**src/rtl/lsu_seq_pkg.sv**
```systemverilog
// lsu_seq_pkg: shared encodings, FSM states and size masks for the load/store sequencer
package lsu_seq_pkg;
    localparam logic [2:0] F3_LB  = 3'b000;
    localparam logic [2:0] F3_LH  = 3'b001;
    localparam logic [2:0] F3_LW  = 3'b010;
    localparam logic [2:0] F3_LBU = 3'b100;
    localparam logic [2:0] F3_LHU = 3'b101;
    localparam logic [2:0] F3_SB  = 3'b000;
    localparam logic [2:0] F3_SH  = 3'b001;
    localparam logic [2:0] F3_SW  = 3'b010;

    localparam logic [3:0] SZ_B = 4'h1;
    localparam logic [3:0] SZ_H = 4'h3;
    localparam logic [3:0] SZ_W = 4'hf;

    typedef enum logic [1:0] {IDLE, ACC0, ACC1, RESP} state_t;

    // funct3[1:0] carries the access size for every legal op
    function automatic logic [3:0] size_mask(input logic [1:0] sz);
        return sz == 2'b00 ? SZ_B : sz == 2'b01 ? SZ_H : SZ_W;
    endfunction

    function automatic logic legal_op(input logic we, input logic [2:0] f3);
        return we ? (f3 == F3_SB || f3 == F3_SH || f3 == F3_SW)
                  : (f3 == F3_LB || f3 == F3_LH || f3 == F3_LW || f3 == F3_LBU || f3 == F3_LHU);
    endfunction
endpackage

```
**src/rtl/lsu_seq_load_ext.sv**
```systemverilog
// lsu_load_ext: merge two memory words, shift to the access offset and extend per funct3
module lsu_load_ext
    import lsu_seq_pkg::*;
(
    input  logic [31:0] word0,
    input  logic [31:0] word1,
    input  logic [1:0]  off,
    input  logic [2:0]  funct3,
    output logic [31:0] rdata
);
    logic [31:0] m;

    // word1 supplies the upper bytes of an access that crosses a word boundary
    always_comb begin
        m = 32'({word1, word0} >> {off, 3'b000});
        rdata = funct3 == F3_LB  ? {{24{m[7]}}, m[7:0]} :
                funct3 == F3_LH  ? {{16{m[15]}}, m[15:0]} :
                funct3 == F3_LBU ? {24'h0, m[7:0]} :
                funct3 == F3_LHU ? {16'h0, m[15:0]} : m;
    end
endmodule

```
**src/rtl/lsu_seq.sv**
```systemverilog
// lsu_seq: multi-cycle load/store sequencer splitting misaligned accesses into two word beats
module lsu_seq
    import lsu_seq_pkg::*;
#(
    parameter bit MISALIGN_EN = 1'b1
) (
    input  logic        clk,
    input  logic        rst_n,
    input  logic        req,
    input  logic        we,
    input  logic [2:0]  funct3,
    input  logic [31:0] addr,
    input  logic [31:0] wdata,
    output logic        busy,
    output logic        done,
    output logic        err,
    output logic [31:0] rdata,
    output logic        mem_req,
    output logic        mem_we,
    output logic [31:0] mem_addr,
    output logic [3:0]  mem_wstrb,
    output logic [31:0] mem_wdata,
    input  logic        mem_ack,
    input  logic [31:0] mem_rdata
);
    state_t      state;
    logic        we_q;
    logic [2:0]  f3_q;
    logic [1:0]  off_q;
    logic [31:0] wdata_q;
    logic [31:0] word0;
    logic        c_we;
    logic [2:0]  c_f3;
    logic [1:0]  c_off;
    logic [31:0] c_wdata;
    logic [7:0]  lanes;
    logic [63:0] lane_data;
    logic        misal;
    logic        bad;
    logic        split;
    logic [31:0] ld_word0;
    logic [31:0] ld_word1;
    logic [31:0] ld_data;

    assign busy = state != IDLE;

    // In IDLE decode the incoming request, otherwise the latched one; lanes span two words
    always_comb begin
        c_we = state == IDLE ? we : we_q;
        c_f3 = state == IDLE ? funct3 : f3_q;
        c_off = state == IDLE ? addr[1:0] : off_q;
        c_wdata = state == IDLE ? wdata : wdata_q;
        lanes = {4'h0, size_mask(c_f3[1:0])} << c_off;
        lane_data = {32'h0, c_wdata} << {c_off, 3'b000};
        misal = (c_f3[1:0] == 2'b01 && c_off == 2'b11) || (c_f3[1:0] == 2'b10 && c_off != 2'b00);
        bad = !legal_op(c_we, c_f3) || (misal && !MISALIGN_EN);
        split = misal && MISALIGN_EN;
        ld_word0 = state == ACC0 ? mem_rdata : word0;
        ld_word1 = state == ACC1 ? mem_rdata : 32'h0;
    end

    lsu_load_ext u_ext (
        .word0  (ld_word0),
        .word1  (ld_word1),
        .off    (off_q),
        .funct3 (f3_q),
        .rdata  (ld_data)
    );

    // Sequencer FSM; every output is registered and mem_* only change on accept or ack
    always_ff @(posedge clk or negedge rst_n) begin
        if (!rst_n) begin
            state <= IDLE;
            we_q <= 1'b0;
            f3_q <= 3'h0;
            off_q <= 2'h0;
            wdata_q <= 32'h0;
            word0 <= 32'h0;
            done <= 1'b0;
            err <= 1'b0;
            rdata <= 32'h0;
            mem_req <= 1'b0;
            mem_we <= 1'b0;
            mem_addr <= 32'h0;
            mem_wstrb <= 4'h0;
            mem_wdata <= 32'h0;
        end else begin
            case (state)
                IDLE: if (req) begin
                    we_q <= we;
                    f3_q <= funct3;
                    off_q <= addr[1:0];
                    wdata_q <= wdata;
                    if (bad) begin
                        state <= RESP;
                        done <= 1'b1;
                        err <= 1'b1;
                        rdata <= we ? rdata : 32'h0;
                    end else begin
                        state <= ACC0;
                        mem_req <= 1'b1;
                        mem_we <= we;
                        mem_addr <= {addr[31:2], 2'b00};
                        mem_wstrb <= we ? lanes[3:0] : 4'h0;
                        mem_wdata <= lane_data[31:0];
                    end
                end
                ACC0: if (mem_ack) begin
                    word0 <= mem_rdata;
                    if (split) begin
                        state <= ACC1;
                        mem_addr <= mem_addr + 32'd4;
                        mem_wstrb <= we_q ? lanes[7:4] : 4'h0;
                        mem_wdata <= lane_data[63:32];
                    end else begin
                        state <= RESP;
                        mem_req <= 1'b0;
                        done <= 1'b1;
                        err <= 1'b0;
                        rdata <= we_q ? rdata : ld_data;
                    end
                end
                ACC1: if (mem_ack) begin
                    state <= RESP;
                    mem_req <= 1'b0;
                    done <= 1'b1;
                    err <= 1'b0;
                    rdata <= we_q ? rdata : ld_data;
                end
                RESP: begin
                    state <= IDLE;
                    done <= 1'b0;
                    err <= 1'b0;
                end
                default: state <= IDLE;
            endcase
        end
    end
endmodule
```
**config.mk**
```make
export PLATFORM = sky130hd
export DESIGN_NAME = lsu_seq
export DESIGN_NICKNAME = d
export VERILOG_FILES = /design/src/rtl/lsu_seq_pkg.sv /design/src/rtl/lsu_seq_load_ext.sv /design/src/rtl/lsu_seq.sv
export SDC_FILE = /design/constraint.sdc
export NUM_CORES = 1
export LEC_CHECK = 0
export BUFFER_PORTS_ARGS = -buffer_cell sky130_fd_sc_hd__clkbuf_2
export CAP_MARGIN = 0
export CORE_UTILIZATION = 25
export CTS_CLUSTER_DIAMETER = 200
export DETAILED_ROUTE_END_ITERATION = 10
export MAX_ROUTING_LAYER = met4
export PLACE_DENSITY = 0.47
export SYNTH_ARGS = -nofsm -noshare
export SYNTH_HDL_FRONTEND = slang
export SYNTH_SLANG_ARGS = --single-unit
```
**constraint.sdc**
```tcl
create_clock -name clk -period 4.88 [get_ports clk]
set_input_delay 0.976 -clock clk [delete_from_list [all_inputs] [get_ports clk]]
set_output_delay 0.976 -clock clk [all_outputs]
set_load 0.02 [all_outputs]
```
==> impl_metrics.ini, run 1 <==
[global_routing]
grt_pass1_wl_um = 54400
grt_start_max_net_pins = 102
grt_overflow = 0
grt_pass1_vias = 8602
grtUsageTotal = 0.169
antenna_found_initial = 2

[pwr]
power_density_nw_per_um2 = 800
power_frac_comb = 0.606
swShare = 0.469
vdd_drop_max_mv = 0.326
clkPwrFrac = 0.134
seq_power_share = 0.259
switchingPower_uw = 4790
power_leakage_uw = 0.00559
internal_power_uw = 5420

[min_path]
min-delay-start = mem_wdata[31]
hold_class = reg2reg

[synthesis]
synth_area_per_cell_um2 = 10.9
synth-warning-count = 0
syn_area_um2 = 10700
synthFlopType = dfrtp_1
async_flop_share = 1.00
synth_top_area_frac = 0.408
yosys.area.top_type = dfrtp_1
synth_seq_cells = 174
yosys-top-cells-area = dfrtp_1 41%, mux2_2 15%, mux2i_1 9.7%, a2bb2oi_1 2.7%, a211oi_2 2.5%
ys_seq_area_frac = 0.408
synth_edf_count = 0
synth_cells = 979
ys_types = 55

[route]
routed_via_density = 5.11
drt_pass1_iterations = 5
avgRoutedWirePerCell_um = 21.0
ant_nets = 0
drt-initial-drc-count = 552
via_count = 8677
wl_um = 35600
drc = 0

[finish]
area_delta_synth_final_pct = 19.6
instances_no_fill = 1697
fin_nets = 1255
final_layout_size_suffix_gt1_frac = 0.388

[sta]
finalHoldViolCount = 0
setup_viol = 0
maxSlewHeadroom = 0.169
fin_worst_skew_ns = 0.0172
rsz0062_at_grt = false
fin_ws_ns = 1.03
fin_crit_ns = 3.85
timing.hold.ws_ns = 0.481
tns_ns = 0
finalCritPeriodShare = 0.789
fmax_ghz = 0.260
worstMarginPinSlew_ns = 1.24
drv_slew = 0

[floorplanning]
die_area_um2 = 43500
die_w_um = 209
die_h_um = 209
initial_core_util = 0.254
core.rowCount = 75
core_um2 = 42000
boundaryPins = 209

[place]
pre_cts_slack_ns = 1.00
dp.cells = 1664
dp_hpwl_um = 25100
gp_congestion = 0.852
io_buffers = 206

[clocking]
clk_pin_slew_ns = 0.07
cts-root-buf = clkbuf_16
cts_buffer_depth = 2
cts_hold_buffers = 0
ctsResizeCount = 0
cts_sinks = 174
cts_buffers = 17
insertion_delay_ns = 0.46
cts_tree = done
postCtsSetupRepairBufs = 0
h-tree-depth = 4

[setup_path]
cp.required_ns = 5.19
crit_path_end = rdata[16]
critPathMaxFanout = 27
reg2reg_to = rdata[16]
r2r_setup_slack_ns = 1.03
critical_path.startpoint = state[1]
r2r_cells = 9
setup.worst_path.class = reg2reg
cp-end-kind = flop
critPathArrivalTime_ns = 4.16
worst_setup_path_start_kind = flop
r2r_start = state[1]

[flow_run]
drv_cap = 0

[outcome]
outcome = finished, final reports clean
worst min-delay path by stage:
| stage | to | slack, ns | cells past startpoint |
|---|---|---|---|
| 2_1_floorplan | word0[2] | 0.48 | 1 |
| 3_3_place_gp | mem_wdata[31] | 0.47 | 1 |
| 3_5_place_dp | mem_wdata[26] | 0.47 | 1 |
| 4_1_cts | mem_wdata[31] | 0.49 | 1 |
| 5_1_grt | mem_wdata[26] | 0.51 | 1 |
| 6_report | mem_wdata[31] | 0.48 | 1 |
cell usage in the layout, fill, tap and decap left out, drive strengths merged, types with 27 or more instances in the layout:
| cell | instances |
|---|---|
| clkbuf | 226 |
| a211oi | 38 |
| mux2 | 146 |
| nand2 | 63 |
| dfrtp | 174 |
| nand3 | 27 |
| mux2i | 105 |
| o21ai | 45 |
| a2bb2oi | 33 |
| a21oi | 31 |
| nor2 | 32 |
area by class of cell:
cell class,count,area [um^2]
fill,4370,29300
multi-input combinational,709,5910
sequential,174,4360
timing repair buffer,223,1170
tap,539,674
clock buffer,20,457
clock inverter,11,110
inverter,19,71.3
antenna,2,5.00
synth_stat cells, types with 3 or more instances:
master / n
o21ai_0: 42
buf_6: 4
a22o_1: 8
o22ai_1: 24
nand3_1: 27
nor2_1: 32
o221ai_1: 8
inv_2: 3
a211oi_2: 21
buf_4: 6
buf_1: 7
a21o_1: 9
a41oi_1: 6
ha_1: 7
mux2_2: 146
dfrtp_1: 174
nand2b_1: 6
a211o_1: 9
clkbuf_1: 36
mux2i_1: 103
o2bb2ai_1: 24
a2bb2oi_1: 33
and3_1: 3
nand2_1: 63
a22oi_1: 10
a31oi_1: 10
o21a_1: 4
nor2b_1: 4
nor3_1: 6
nor4_1: 4
a21oi_1: 30
inv_1: 16
buf_2: 24
nand4_1: 11
o211ai_1: 8
a211oi_1: 17
mux4_2: 9
stage by stage:
step	cell area, um^2	utilization	power (uW)
detailed placement	12200	0.290	8890
finish	12700	0.303	10200
global route	12700	0.303	10900
CTS	12700	0.303	10300
global placement	12200	0.290	8820
floorplan	10700	-	7140
cell families (layout without fill, tap and decap cells):
| group | count (synthesis) | after routing | share of synthesized area |
|---|---|---|---|
| flops | 174 | 174 | 0.408 |
| compound gates | 276 | 276 | 0.195 |
| simple gates | 164 | 164 | 0.0724 |
| buf+inv | 97 | 273 | 0.0420 |
| mux | 260 | 260 | 0.274 |
| fa+ha+maj | 7 | 7 | 0.00821 |
| other cells | 1 | 4 | 0.000352 |
power groups by stage:
stage / sequential (uW) / clock, uW / combinational (uW)
finish: 2650 / 1370 / 6180
global route: 2730 / 1470 / 6720
detailed placement: 2680 / 0 / 6210
CTS: 2660 / 1420 / 6220
floorplan: 2850 / 0 / 4290
global placement: 2660 / 0 / 6150
per-layer routing:
layer,up-vias,share of wire,routed length [um],GRT usage
li1,4072,-,-,-
met1,4411,0.48,16900,0.224
met2,172,0.48,17200,0.269
met3,22,0.030,1080,0.0266
met4,0,0.011,392,0.0388
met5,-,0,0,-
worst max-delay path: stages, from the launching register on:
cell	delay, ns
dfrtp_1	0.45
inv_1	0.16
ha_2	0.53
mux2i_4	0.33
buf_4	0.34
nor4_4	0.11
o21ai_1	0.37
nand3_1	0.74
buf_4	0.49
o2bb2ai_1	0.15
sequential cells by signal (all words and copies together) (netlist names):
signal     flops
mem_addr      30
mem_req        1
f3_q           3
off_q          2
err            1
mem_we         1
wdata_q       32
mem_wdata     32
mem_wstrb      4
rdata         32
done           1
state          2
word0         32
we_q           1
No activity file was read; power rests on OpenSTA's default activity.
==> run 2: changes to the inputs <==
==> constraint.sdc (replaced) <==
create_clock -name clk -period 3.8 [get_ports clk]
set_input_delay 0.76 -clock clk [delete_from_list [all_inputs] [get_ports clk]]
set_output_delay 0.76 -clock clk [all_outputs]
set_load 0.02 [all_outputs]
==> impl_metrics.ini, run 2 (synthesis gave the netlist of run 1 again) <==
[setup_path]
worst_setup_path_start_kind = flop
setup.worst_path.class = reg2out
crit_top_cell = buf_4
path_delay_family = buffers and inverters
r2r_setup_slack_ns = 0.63
cp-end-kind = primary output
r2r_cells = 7
crit_path_max_incr_delay_ns = 0.47
critPathArrivalTime_ns = 2.81
worst-path-buf-inv = 5
cp_slowest_cell = dfrtp_1
worstPathCellList = inv_1 -> ha_2 -> buf_4 -> buf_4 -> inv_2 -> clkbuf_2
reg2reg_to = mem_wdata[5]
r2r_start = state[0]
cp.required_ns = 3.04
critPathMaxFanout = 28

[sta]
tns_ns = 0
finalHoldViolCount = 0
finalCritPeriodShare = 0.939
setup_viol = 0
fmax_ghz = 0.280
worstMarginPinSlew_ns = 1.10
fin_crit_ns = 3.57
maxSlewHeadroom = 0.260
rsz0062_at_grt = false
timing.hold.ws_ns = 0.392
fin_ws_ns = 0.233
fin_worst_skew_ns = 0.0144
drv_slew = 0

[floorplanning]
initial_core_util = 0.254
core.rowCount = 75
die_h_um = 209
boundaryPins = 209
die_area_um2 = 43500
die_w_um = 209
core_um2 = 42000

[outcome]
outcome = finished, final reports clean

[finish]
area_delta_synth_final_pct = 20.4
final-seq-area_um2 = 4360
multiInputGateArea_um2 = 5910
fillCellCount = 4368
layout_common_cells = 205 x clkbuf_2, 173 x dfrtp_1, 146 x mux2_2
final_layout_size_suffix_gt1_frac = 0.393
fin_nets = 1266
layout_commonest_cell = clkbuf_2

[route]
routed_via_density = 5.08
drt_pass1_iterations = 5
wl_um = 35600
via_count = 8685
drt-initial-drc-count = 495
ant_nets = 0
avgRoutedWirePerCell_um = 20.8
drc = 0

[clocking]
cts_hold_buffers = 0
h-tree-depth = 4
postCtsSetupRepairBufs = 0
ctsResizeCount = 0
insertion_delay_ns = 0.46
cts_buffers = 17
cts-root-buf = clkbuf_16
cts_tree = done
cts_sinks = 174
cts_buffer_depth = 2
clk_pin_slew_ns = 0.07

[place]
dp_hpwl_um = 25700
pre_cts_slack_ns = 0.680
gp_congestion = 0.815
io_buffers = 206

[global_routing]
antenna_found_initial = 3
grt_pass1_vias = 8697
grt_pass1_wl_um = 54800
grtUsageTotal = 0.170
grt_overflow = 0
grt_start_max_net_pins = 92

[pwr]
vdd_drop_max_mv = 0.405
power_density_nw_per_um2 = 1020
power_leakage_uw = 0.00565

[flow_run]
drv_cap = 0

[min_path]
hold_class = in2async
run 2: area by class of cell:
type / count / area share
Antenna cell: 3 / 0.000585
Timing Repair Buffer: 234 / 0.0984
Clock buffer: 18 / 0.0334
Multi-Input combinational cell: 709 / 0.460
Clock inverter: 14 / 0.0100
Tap cell: 539 / 0.0525
Sequential cell: 174 / 0.339
Inverter: 19 / 0.00556
run 2: how the worst max path moves through the flow:
stage	startpoint	to	slack, ns	cells past startpoint
after global placement	state[0]	mem_wdata[5]	0.73	7
after CTS	state[0]	busy	0.22	6
after detailed placement	state[0]	mem_wdata[5]	0.68	7
after global routing	state[0]	busy	0.08	6
after floorplan	state[0]	mem_addr[3]	1.37	9
final	state[0]	busy	0.23	6
run 2: report_power, final:
part	switching, uW	total [uW]	internal, uW
logic	4600	7980	3380
registers	739	3430	2690
clock network	861	1720	862
run 2: through the flow:
stage | instances | total power (uW) | utilization | cell area (um^2)
6_report | 1710 | 13100 | 0.305 | 12800
2_1_floorplan | 980 | 9170 | - | 10700
4_1_cts | 1707 | 13300 | 0.305 | 12800
3_5_place_dp | 1675 | 11500 | 0.292 | 12300
3_3_place_gp | 1675 | 11400 | 0.292 | 12300
5_1_grt | 1710 | 14100 | 0.305 | 12800
run 2: routing by layer:
layer  up-vias  track usage  routed length [um]
li1       4096            -                   -
met1      4385        0.222               16500
met2       180        0.274               17500
met3        24       0.0276                1170
met4         0       0.0426                 392
met5         -            -                   0
==> run 3: changes to the inputs <==
--- a/config.mk
+++ b/config.mk
@@ -7,11 +7,14 @@
 export LEC_CHECK = 0
 export BUFFER_PORTS_ARGS = -buffer_cell sky130_fd_sc_hd__clkbuf_2
 export CAP_MARGIN = 0
+export CELL_PAD_IN_SITES_DETAIL_PLACEMENT = 1
+export CELL_PAD_IN_SITES_GLOBAL_PLACEMENT = 1
+export CORE_ASPECT_RATIO = 1.4
 export CORE_UTILIZATION = 25
-export CTS_CLUSTER_DIAMETER = 200
+export CTS_CLUSTER_DIAMETER = 60
 export DETAILED_ROUTE_END_ITERATION = 10
 export MAX_ROUTING_LAYER = met4
-export PLACE_DENSITY = 0.47
+export PLACE_DENSITY = 0.56
 export SYNTH_ARGS = -nofsm -noshare
 export SYNTH_HDL_FRONTEND = slang
 export SYNTH_SLANG_ARGS = --single-unit
==> impl_metrics.ini, run 3 (synthesis gave the netlist of run 1 again) <==
[outcome]
outcome = finished, final reports clean

[clocking]
ctsResizeCount = 0
cts_hold_buffers = 0
cts_sinks = 174
insertion_delay_ns = 0.46
cts_buffers = 17
cts-root-buf = clkbuf_16
cts_buffer_depth = 2
postCtsSetupRepairBufs = 0
h-tree-depth = 4
cts_tree = done
clk_pin_slew_ns = 0.07

[finish]
area_delta_synth_final_pct = 20.5
fin_nets = 1261
instances_no_fill = 1713
fillCellCount = 4825
final_core_util = 0.305
layout_common_cells = 205 x clkbuf_2, 173 x dfrtp_1, 146 x mux2_2
final_layout_size_suffix_gt1_frac = 0.391
layout_commonest_cell = clkbuf_2

[sta]
fin_ws_ns = 0.373
maxSlewHeadroom = 0.377
tns_ns = 0
setup_viol = 0
fmax_ghz = 0.292
drv_slew = 0
fin_crit_ns = 3.43
worstMarginPinSlew_ns = 0.935
finalCritPeriodShare = 0.902
finalHoldViolCount = 0
rsz0062_at_grt = false
fin_worst_skew_ns = 0.0125

[pwr]
p_total_uw = 13300
power_density_nw_per_um2 = 1030
power_leakage_uw = 0.00564
vdd_drop_max_mv = 0.494

[setup_path]
cp.required_ns = 3.04
critPathArrivalTime_ns = 2.67
crit_path_max_incr_delay_ns = 0.58
worstPathCellList = inv_1 -> ha_2 -> buf_4 -> inv_2 -> clkbuf_2
cp_slowest_cell = buf_4
cp-end-kind = primary output
worst_setup_path_start_kind = flop
setup.worst_path.class = reg2out
critPathMaxFanout = 35

[route]
wl_um = 36700
routed_via_density = 5.14
drt-initial-drc-count = 460
drt_pass1_iterations = 5
ant_nets = 0
via_count = 8803
avgRoutedWirePerCell_um = 21.4
drc = 0

[min_path]
hold_class = in2async

[place]
io_buffers = 206
dp_hpwl_um = 26800
gp_congestion = 0.831
dp.cells = 1677
pre_cts_slack_ns = 0.541

[floorplanning]
die_area_um2 = 43500
die_h_um = 246
initial_core_util = 0.253
core.rowCount = 89
core_um2 = 42100
boundaryPins = 209
die_w_um = 177

[global_routing]
antenna_found_initial = 4
grt_pass1_wl_um = 57200
grt_start_max_net_pins = 86
grt_pass1_vias = 9334
grtUsageTotal = 0.178
grt_overflow = 0

[flow_run]
drv_cap = 0
[run 3: metal layers]
metal,vias to the layer above,share of wire,global-route usage
li1,4091,-,-
met4,0,0.022,0.0601
met5,-,0,-
met1,4474,0.43,0.215
met3,32,0.046,0.0329
met2,206,0.50,0.294
[run 3: final timing paths]
kind	startpoint	to	slack, ns	cells after the start
setup reg to reg	state[0]	rdata[31]	0.54	8
min in group clk	mem_wdata[27]	mem_wdata[27]	0.49	1
setup / recovery	state[1]	busy	0.37	5
hold reg to reg	mem_wdata[27]	mem_wdata[27]	0.49	1
max in group asynchronous	rst_n	wdata_q[12]	2.54	2
hold / removal	rst_n	mem_addr[8]	0.35	1
[run 3: layout make-up]
class                           count  area [um^2]  share of cell area
Tap cell                          546          683              0.0532
Clock buffer                       18          439              0.0342
Antenna cell                        4         10.0            0.000779
Multi-Input combinational cell    709         5910               0.460
Sequential cell                   174         4360               0.339
Clock inverter                     14          145              0.0113
Inverter                           19         71.3             0.00555
Timing Repair Buffer              229         1230              0.0961
[run 3: metrics by stage]
stage               hold slack [ns]  instance area [um^2]
global placement              0.471                 12300
detailed placement            0.471                 12300
floorplan                     0.464                 10700
finish                        0.353                 12800
global route                  0.436                 12800
CTS                           0.410                 12800
[run 3: critical path, delay by kind of cell, from the launching register on]
| family | cells | cell delay (ns) |
|---|---|---|
| buf+inv | 4 | 1.23 |
| fa+ha+maj | 1 | 0.53 |
| flops | 1 | 0.44 |
[run 3: power by group]
group	total [uW]	leakage (uW)	switching (uW)	internal (uW)
Clock	1820	0.000285	873	946
Combinational	8040	0.00324	4690	3350
Sequential	3420	0.00212	726	2690
